`config.mk`:
```
export PLATFORM = sky130hd
export DESIGN_NAME = core_line_buffer_unflatten
export DESIGN_NICKNAME = d
export VERILOG_FILES = /design/src/rtl/vip_flatten_pkg.sv /design/src/rtl/core_line_buffer_unflatten.sv
export SDC_FILE = /design/constraint.sdc
export NUM_CORES = 1
export LEC_CHECK = 0
export BUFFER_PORTS_ARGS = -buffer_cell sky130_fd_sc_hd__buf_2
export CORE_ASPECT_RATIO = 0.9
export CORE_MARGIN = 2
export CORE_UTILIZATION = 45
export DETAILED_ROUTE_END_ITERATION = 8
export PLACE_DENSITY = 0.68
export RECOVER_POWER = 100
export SYNTH_ARGS = -nofsm -noshare
export SYNTH_HDL_FRONTEND = slang
export SYNTH_SLANG_ARGS = --single-unit
```
`constraint.sdc`:
```
create_clock -name clock -period 8 [get_ports clock]
set_input_delay 2.4 -clock clock [delete_from_list [all_inputs] [get_ports clock]]
set_output_delay 2.4 -clock clock [all_outputs]
set_load 0.01 [all_outputs]
```
`src/rtl/vip_flatten_pkg.sv`:
```
// rtl/vip_flatten_pkg.sv - shared geometry and FSM state type for the flatten/unflatten cores
package vip_flatten_pkg;

  localparam int DWIDTH       = 32;
  localparam int NCH          = 16;
  localparam int FRAME_PIXELS = 784;

  typedef enum logic {
    ST_COLLECT = 1'b0,
    ST_WRITE   = 1'b1
  } state_t;

endpackage

```
`src/rtl/core_line_buffer_unflatten.sv`:
```
// rtl/core_line_buffer_unflatten.sv - gathers 16 interleaved stream words into one pixel and writes all channels at once
module core_line_buffer_unflatten #(
  parameter int DWIDTH       = vip_flatten_pkg::DWIDTH,
  parameter int NCH          = vip_flatten_pkg::NCH,
  parameter int FRAME_PIXELS = vip_flatten_pkg::FRAME_PIXELS
) (
  input  logic              clock,
  input  logic              reset,
  input  logic [DWIDTH-1:0] ff_rdata,
  input  logic              ff_empty,
  output logic              ff_rdreq,
  output logic [DWIDTH-1:0] ff_wdata0,
  output logic [DWIDTH-1:0] ff_wdata1,
  output logic [DWIDTH-1:0] ff_wdata2,
  output logic [DWIDTH-1:0] ff_wdata3,
  output logic [DWIDTH-1:0] ff_wdata4,
  output logic [DWIDTH-1:0] ff_wdata5,
  output logic [DWIDTH-1:0] ff_wdata6,
  output logic [DWIDTH-1:0] ff_wdata7,
  output logic [DWIDTH-1:0] ff_wdata8,
  output logic [DWIDTH-1:0] ff_wdata9,
  output logic [DWIDTH-1:0] ff_wdata10,
  output logic [DWIDTH-1:0] ff_wdata11,
  output logic [DWIDTH-1:0] ff_wdata12,
  output logic [DWIDTH-1:0] ff_wdata13,
  output logic [DWIDTH-1:0] ff_wdata14,
  output logic [DWIDTH-1:0] ff_wdata15,
  output logic              ff_wrreq,
  input  logic              ff_full,
  output logic              frame_done
);
  import vip_flatten_pkg::state_t, vip_flatten_pkg::ST_COLLECT, vip_flatten_pkg::ST_WRITE;

  localparam int            PW       = (FRAME_PIXELS > 1) ? $clog2(FRAME_PIXELS) : 1;
  localparam logic [PW-1:0] LAST_PIX = PW'(FRAME_PIXELS - 1);

  state_t            r_state;
  state_t            w_state_nxt;
  logic [4:0]        r_issued;
  logic [3:0]        r_cap;
  logic              r_rd_valid;
  logic [PW-1:0]     r_pixel_cnt;
  logic [DWIDTH-1:0] r_slot [NCH];
  logic              w_last_cap;

  assign w_last_cap = r_rd_valid && (r_cap == 4'd15);

  always_ff @(posedge clock) begin
    if (reset) r_state <= ST_COLLECT;
    else       r_state <= w_state_nxt;
  end

  always_comb begin
    w_state_nxt = r_state;
    case (r_state)
      ST_COLLECT: if (w_last_cap) w_state_nxt = ST_WRITE;
      ST_WRITE:   if (!ff_full)   w_state_nxt = ST_COLLECT;
      default:    w_state_nxt = ST_COLLECT;
    endcase
  end

  // Requests are gated by reset so nothing leaks out before the state register settles.
  always_comb begin
    ff_rdreq = 1'b0;
    ff_wrreq = 1'b0;
    if (!reset) begin
      case (r_state)
        ST_COLLECT: ff_rdreq = ~ff_empty & (r_issued < 5'd16);
        ST_WRITE:   ff_wrreq = ~ff_full;
        default:    ff_rdreq = 1'b0;
      endcase
    end
  end

  assign frame_done = ff_wrreq && (r_pixel_cnt == LAST_PIX);

  always_ff @(posedge clock) begin
    if (reset) begin
      r_issued    <= '0;
      r_cap       <= '0;
      r_rd_valid  <= 1'b0;
      r_pixel_cnt <= '0;
    end else begin
      r_rd_valid <= ff_rdreq;
      if (ff_rdreq)   r_issued <= r_issued + 5'd1;
      if (r_rd_valid) r_cap    <= r_cap + 4'd1;
      if (ff_wrreq) begin
        r_issued    <= '0;
        r_cap       <= '0;
        r_pixel_cnt <= frame_done ? '0 : r_pixel_cnt + 1'b1;
      end
    end
  end

  always_ff @(posedge clock) begin
    if (reset) begin
      for (int i = 0; i < NCH; i++) r_slot[i] <= '0;
    end else if (r_rd_valid) begin
      r_slot[r_cap] <= ff_rdata;
    end
  end

  assign ff_wdata0  = r_slot[0];
  assign ff_wdata1  = r_slot[1];
  assign ff_wdata2  = r_slot[2];
  assign ff_wdata3  = r_slot[3];
  assign ff_wdata4  = r_slot[4];
  assign ff_wdata5  = r_slot[5];
  assign ff_wdata6  = r_slot[6];
  assign ff_wdata7  = r_slot[7];
  assign ff_wdata8  = r_slot[8];
  assign ff_wdata9  = r_slot[9];
  assign ff_wdata10 = r_slot[10];
  assign ff_wdata11 = r_slot[11];
  assign ff_wdata12 = r_slot[12];
  assign ff_wdata13 = r_slot[13];
  assign ff_wdata14 = r_slot[14];
  assign ff_wdata15 = r_slot[15];

endmodule

```
Yosys cells after proc, flatten, opt, wreduce, memory -nomap -nowiden

Memory sizes are Yosys's and may differ from the RTL's.
Cells that the tools add are included.

Muxes and demuxes: 16
Bitwise gates (word level): 4
$add $sub $neg: 3
Equal/unequal tests: 2
Reduce and logical (&&, ||, !) cells: 4
Order comparisons: 1

Operator list:

| cell                    | number |
|---|---|
| $mux W32                | 1 |
| $reduce_or A32 Y1       | 1 |
| $mux W1                 | 12 |
| $add A10 B1 Y10 const B | 1 |
| $eq A10 B10 Y1 const B  | 1 |
| $mux W10                | 1 |
| $add A5 B1 Y5 const B   | 1 |
| $lt A5 B5 Y1 const B    | 1 |
| $add A4 B1 Y4 const B   | 1 |
| $eq A4 B4 Y1 const B    | 1 |
| $mux W4                 | 1 |
| $not A1 Y1              | 3 |
| $logic_and A1 B1 Y1     | 2 |
| $pmux W1 S2             | 1 |
| $reduce_or A2 Y1        | 1 |
| $and A1 B1 Y1           | 1 |

Output and inout port bits: 515
Flip-flop bits (word level): 21
Bits in writable memories: 512
Memories: 1
Word-level logic and storage cells: 36
Input port bits: 36

Memories:

| name   | depth | width | read ports | clocked after Yosys merged registers in | write ports | line                             | RTL |
|---|---|---|---|---|---|---|---|
| r_slot | 16    | 32    | 16         | 0                                       | 16          | core_line_buffer_unflatten.sv:43 | `logic [DWIDTH-1:0] r_slot [NCH];` |

Depth between registers and ports, before layout

Depth after elaboration: 5
Gate-level depth with buffers: 6
Mapped depth without buffers: 5

Worst setup path after synthesis

No wires, ideal clock.

Path type: input-to-output
Start point: input port reset
End point: output port frame_done
Buffers on the path: 1
Cell stages on the path: 4
Path slack: 2.101 ns
Data arrival time: 3.499 ns
Cell sequence: buf_2 -> nand4bb_1 -> or4_4 -> inv_1

Word-level cells in the longest chain between the ends: 2

RTL lines:

| element             | line                             | RTL |
|---|---|---|
| start, declared     | core_line_buffer_unflatten.sv:8  | `input logic reset,` |
| $mux W1             | core_line_buffer_unflatten.sv:66 | `if (!reset) begin` |
| $logic_and A1 B1 Y1 | core_line_buffer_unflatten.sv:75 | `assign frame_done = ff_wrreq && (r_pixel_cnt == LAST_PIX);` |
| end, declared       | core_line_buffer_unflatten.sv:30 | `output logic frame_done` |

Every way passes these cells.

==> impl_metrics.yaml <==
synth:
  synth_top_area_share_pct: 75.8
  ys_top_cells_by_count: "512 x and3_1, 512 x edfxtp_1, 136 x clkbuf_1, 21 x dfxtp_1, 21 x nor2_1"
  syn_avg_cell_area_um2: 15.6
  ys_seq_elements: 533
  synth_edf_count: 512
  synth.area.top_cells: "edfxtp_1 76%, and3_1 16%, clkbuf_1 2.5%, dfxtp_1 2.1%, a21o_1 0.59%"
  yosysTopAreaCell: "edfxtp_1"
  yosysSeqAreaShare_pct: 77.9
  synthesis.area_um2: 20300
  synth_cell_types: 36
  synth_warnings: 0
  syn_nets: 1342
  synth_ff_type: "edfxtp_1"
  synthArstFlopShare_pct: 0
  syn_inst: 1300
grt:
  use_met1_pct: 35.3
  grt_first_pass_wirelength_um: 92000
  overflow: 0
  use_met2_pct: 44.7
  antenna_found_initial: 3
  grt.total_usage_pct: 27.1
  grt_use_met3_pct: 6.67
  grt_max_degree: 133
  grt-busiest-layer: "met2"
  grt_pass1_vias: 13000
power_and_ir_drop:
  irDropWorstVdd_v: 0.000178
  p_per_area_nw_per_um2: 247
  leakage_nw: 10.5
critical_path:
  cpMostUsedCell: "clkbuf_1"
  crit_fanout: 65
  cp_top_family: "buffers and inverters"
  crit_arrival_ns: 6.91
  crit_path_max_incr_delay_ns: 2.04
  setup.worst_path.end_class: "flip-flop"
  worst_path_max_delay_cell: "clkbuf_1"
  critPathBufInv: 2
  worstSetupPathType: "in2reg"
  path_cells: "clkbuf_1 -> nor3_1 -> clkbuf_1 -> a21o_1"
  start_kind: "primary input"
  worstPathRequired_ns: 8.19
detailed_routing:
  dr.pass1.iters: 5
  num_vias: 13600
  drt_iter0_markers: 1661
  drc: 0
  wirelength_um: 65700
  ant_nets: 0
  wl_per_cell_um: 27.2
  vias_per_cell: 5.65
timing:
  setup_violations: 0
  tns_ns: 0
  slew_violations: 742
  worstMarginPinSlew_ns: 2.87
  maxSlewHeadroom_pct: -91.1
  grt_setup_unrepaired: "false"
  min_period_ns: 6.72
  hold_viol: 0
  finClkSkew_ns: 0.0163
  fmax_mhz: 149
  finalCritPeriodShare_pct: 84.0
place:
  io_buffers: 550
  place_area_um2: 23400
  dp_hpwl_um: 40700
  place_inst: 2317
  place_congestion: 0.812
finish:
  nets: 1815
  design_area_um2: 24400
  diodes: 0
  area_growth_pct: 20.3
  drive_gt1_share_pct: 7.06
  stdcell_count: 2414
cts:
  cts_inserted_buffers: 54
  cts_hold_buf: 0
  clockBufferDepth: 3
  cts_max_level: 2
  postCtsSetupRepairBufs: 0
  cts_tree: "yes"
  cts_root_buf: "clkbuf_16"
  clock_sinks: 533
  clock_latency_ns: 0.60
  clk_pin_slew_ns: 0.06
  ctsResizeCount: 0
die:
  die_w_um: 228
  rows: 73
  dieArea_um2: 46800
  die_h_um: 205
  ioPinCount: 551
  start_util_pct: 45.8
  core-area_um2: 44300
status:
  status: "finished, violations left"
  violations: "max-capacitance violations, max-slew violations"
run:
  maxCapViolations: 16
worst_hold_path:
  holdCritPathClass: "reg2reg"
## area by class of cell
cell class	count	area [µm²]
Tap cell	600	751
Clock buffer	67	1410
Sequential cell	533	15800
Fill cell	3787	19900
Multi-Input combinational cell	610	3920
Timing Repair Buffer	568	2200
Clock inverter	30	298
Inverter	6	22.5
## registers in the layout (all words and copies together), names as in the netlist
register	cells
r_cap	4
r_issued	5
r_pixel_cnt	10
r_rd_valid	1
r_slot	512
r_state	1
## power breakdown
part | internal (mW) | switching [mW] | total, mW | leakage, nW
logic | 0.0629 | 0.298 | 0.361 | 4.18
registers | 3.15 | 0.0359 | 3.19 | 5.46
clock network | 1.41 | 1.06 | 2.47 | 0.843
## stage by stage
step	power (mW)	hold WS, ns	setup WS, ns	utilization, %
CTS	6.07	0.473	1.72	56.7
global placement	3.62	0.468	1.76	52.9
global route	6.18	0.472	0.820	55.1
floorplan	3.40	0.439	2.10	-
finish	6.02	0.454	1.28	55.1
detailed placement	3.63	0.462	1.73	52.9
## cells by family after synthesis
family | share of synthesized area [%]
compound gates | 0.864
xor+xnor | 0.518
fa+ha+maj | 0.370
buf+inv | 2.99
flops | 77.9
mux | 0.148
simple gates | 17.2
## final timing paths
path	from	to	slack [ns]	cells after the start
worst max-delay path	reset	r_slot[2][6]	1.28	4
worst min-delay path	r_issued[4]	r_rd_valid	0.45	1
worst max register to register	r_rd_valid	r_slot[2][6]	3.08	4
worst min register to register	r_issued[4]	r_rd_valid	0.45	1
## layout by cell type, fill, tap and decap left out, drive strengths merged, types with 3 or more instances in the layout
master / count
inv: 9
nand2b: 3
nor2: 21
nor3: 3
nand4: 4
mux2i: 3
edfxtp: 512
ha: 6
a21o: 16
clkinv: 22
xnor2: 5
xor2: 7
nor4: 3
dfxtp: 21
bufinv: 5
clkbuf: 594
and3: 512
nand3: 3
nand2: 7
buf: 41
o21ai: 3
## per-layer routing
metal	vias up	part of all wire, %
li1	5851	-
met1	6807	38
met2	854	49
met3	124	10
met4	0	3.0
met5	-	0
No activity file was read; power rests on OpenSTA's default activity.
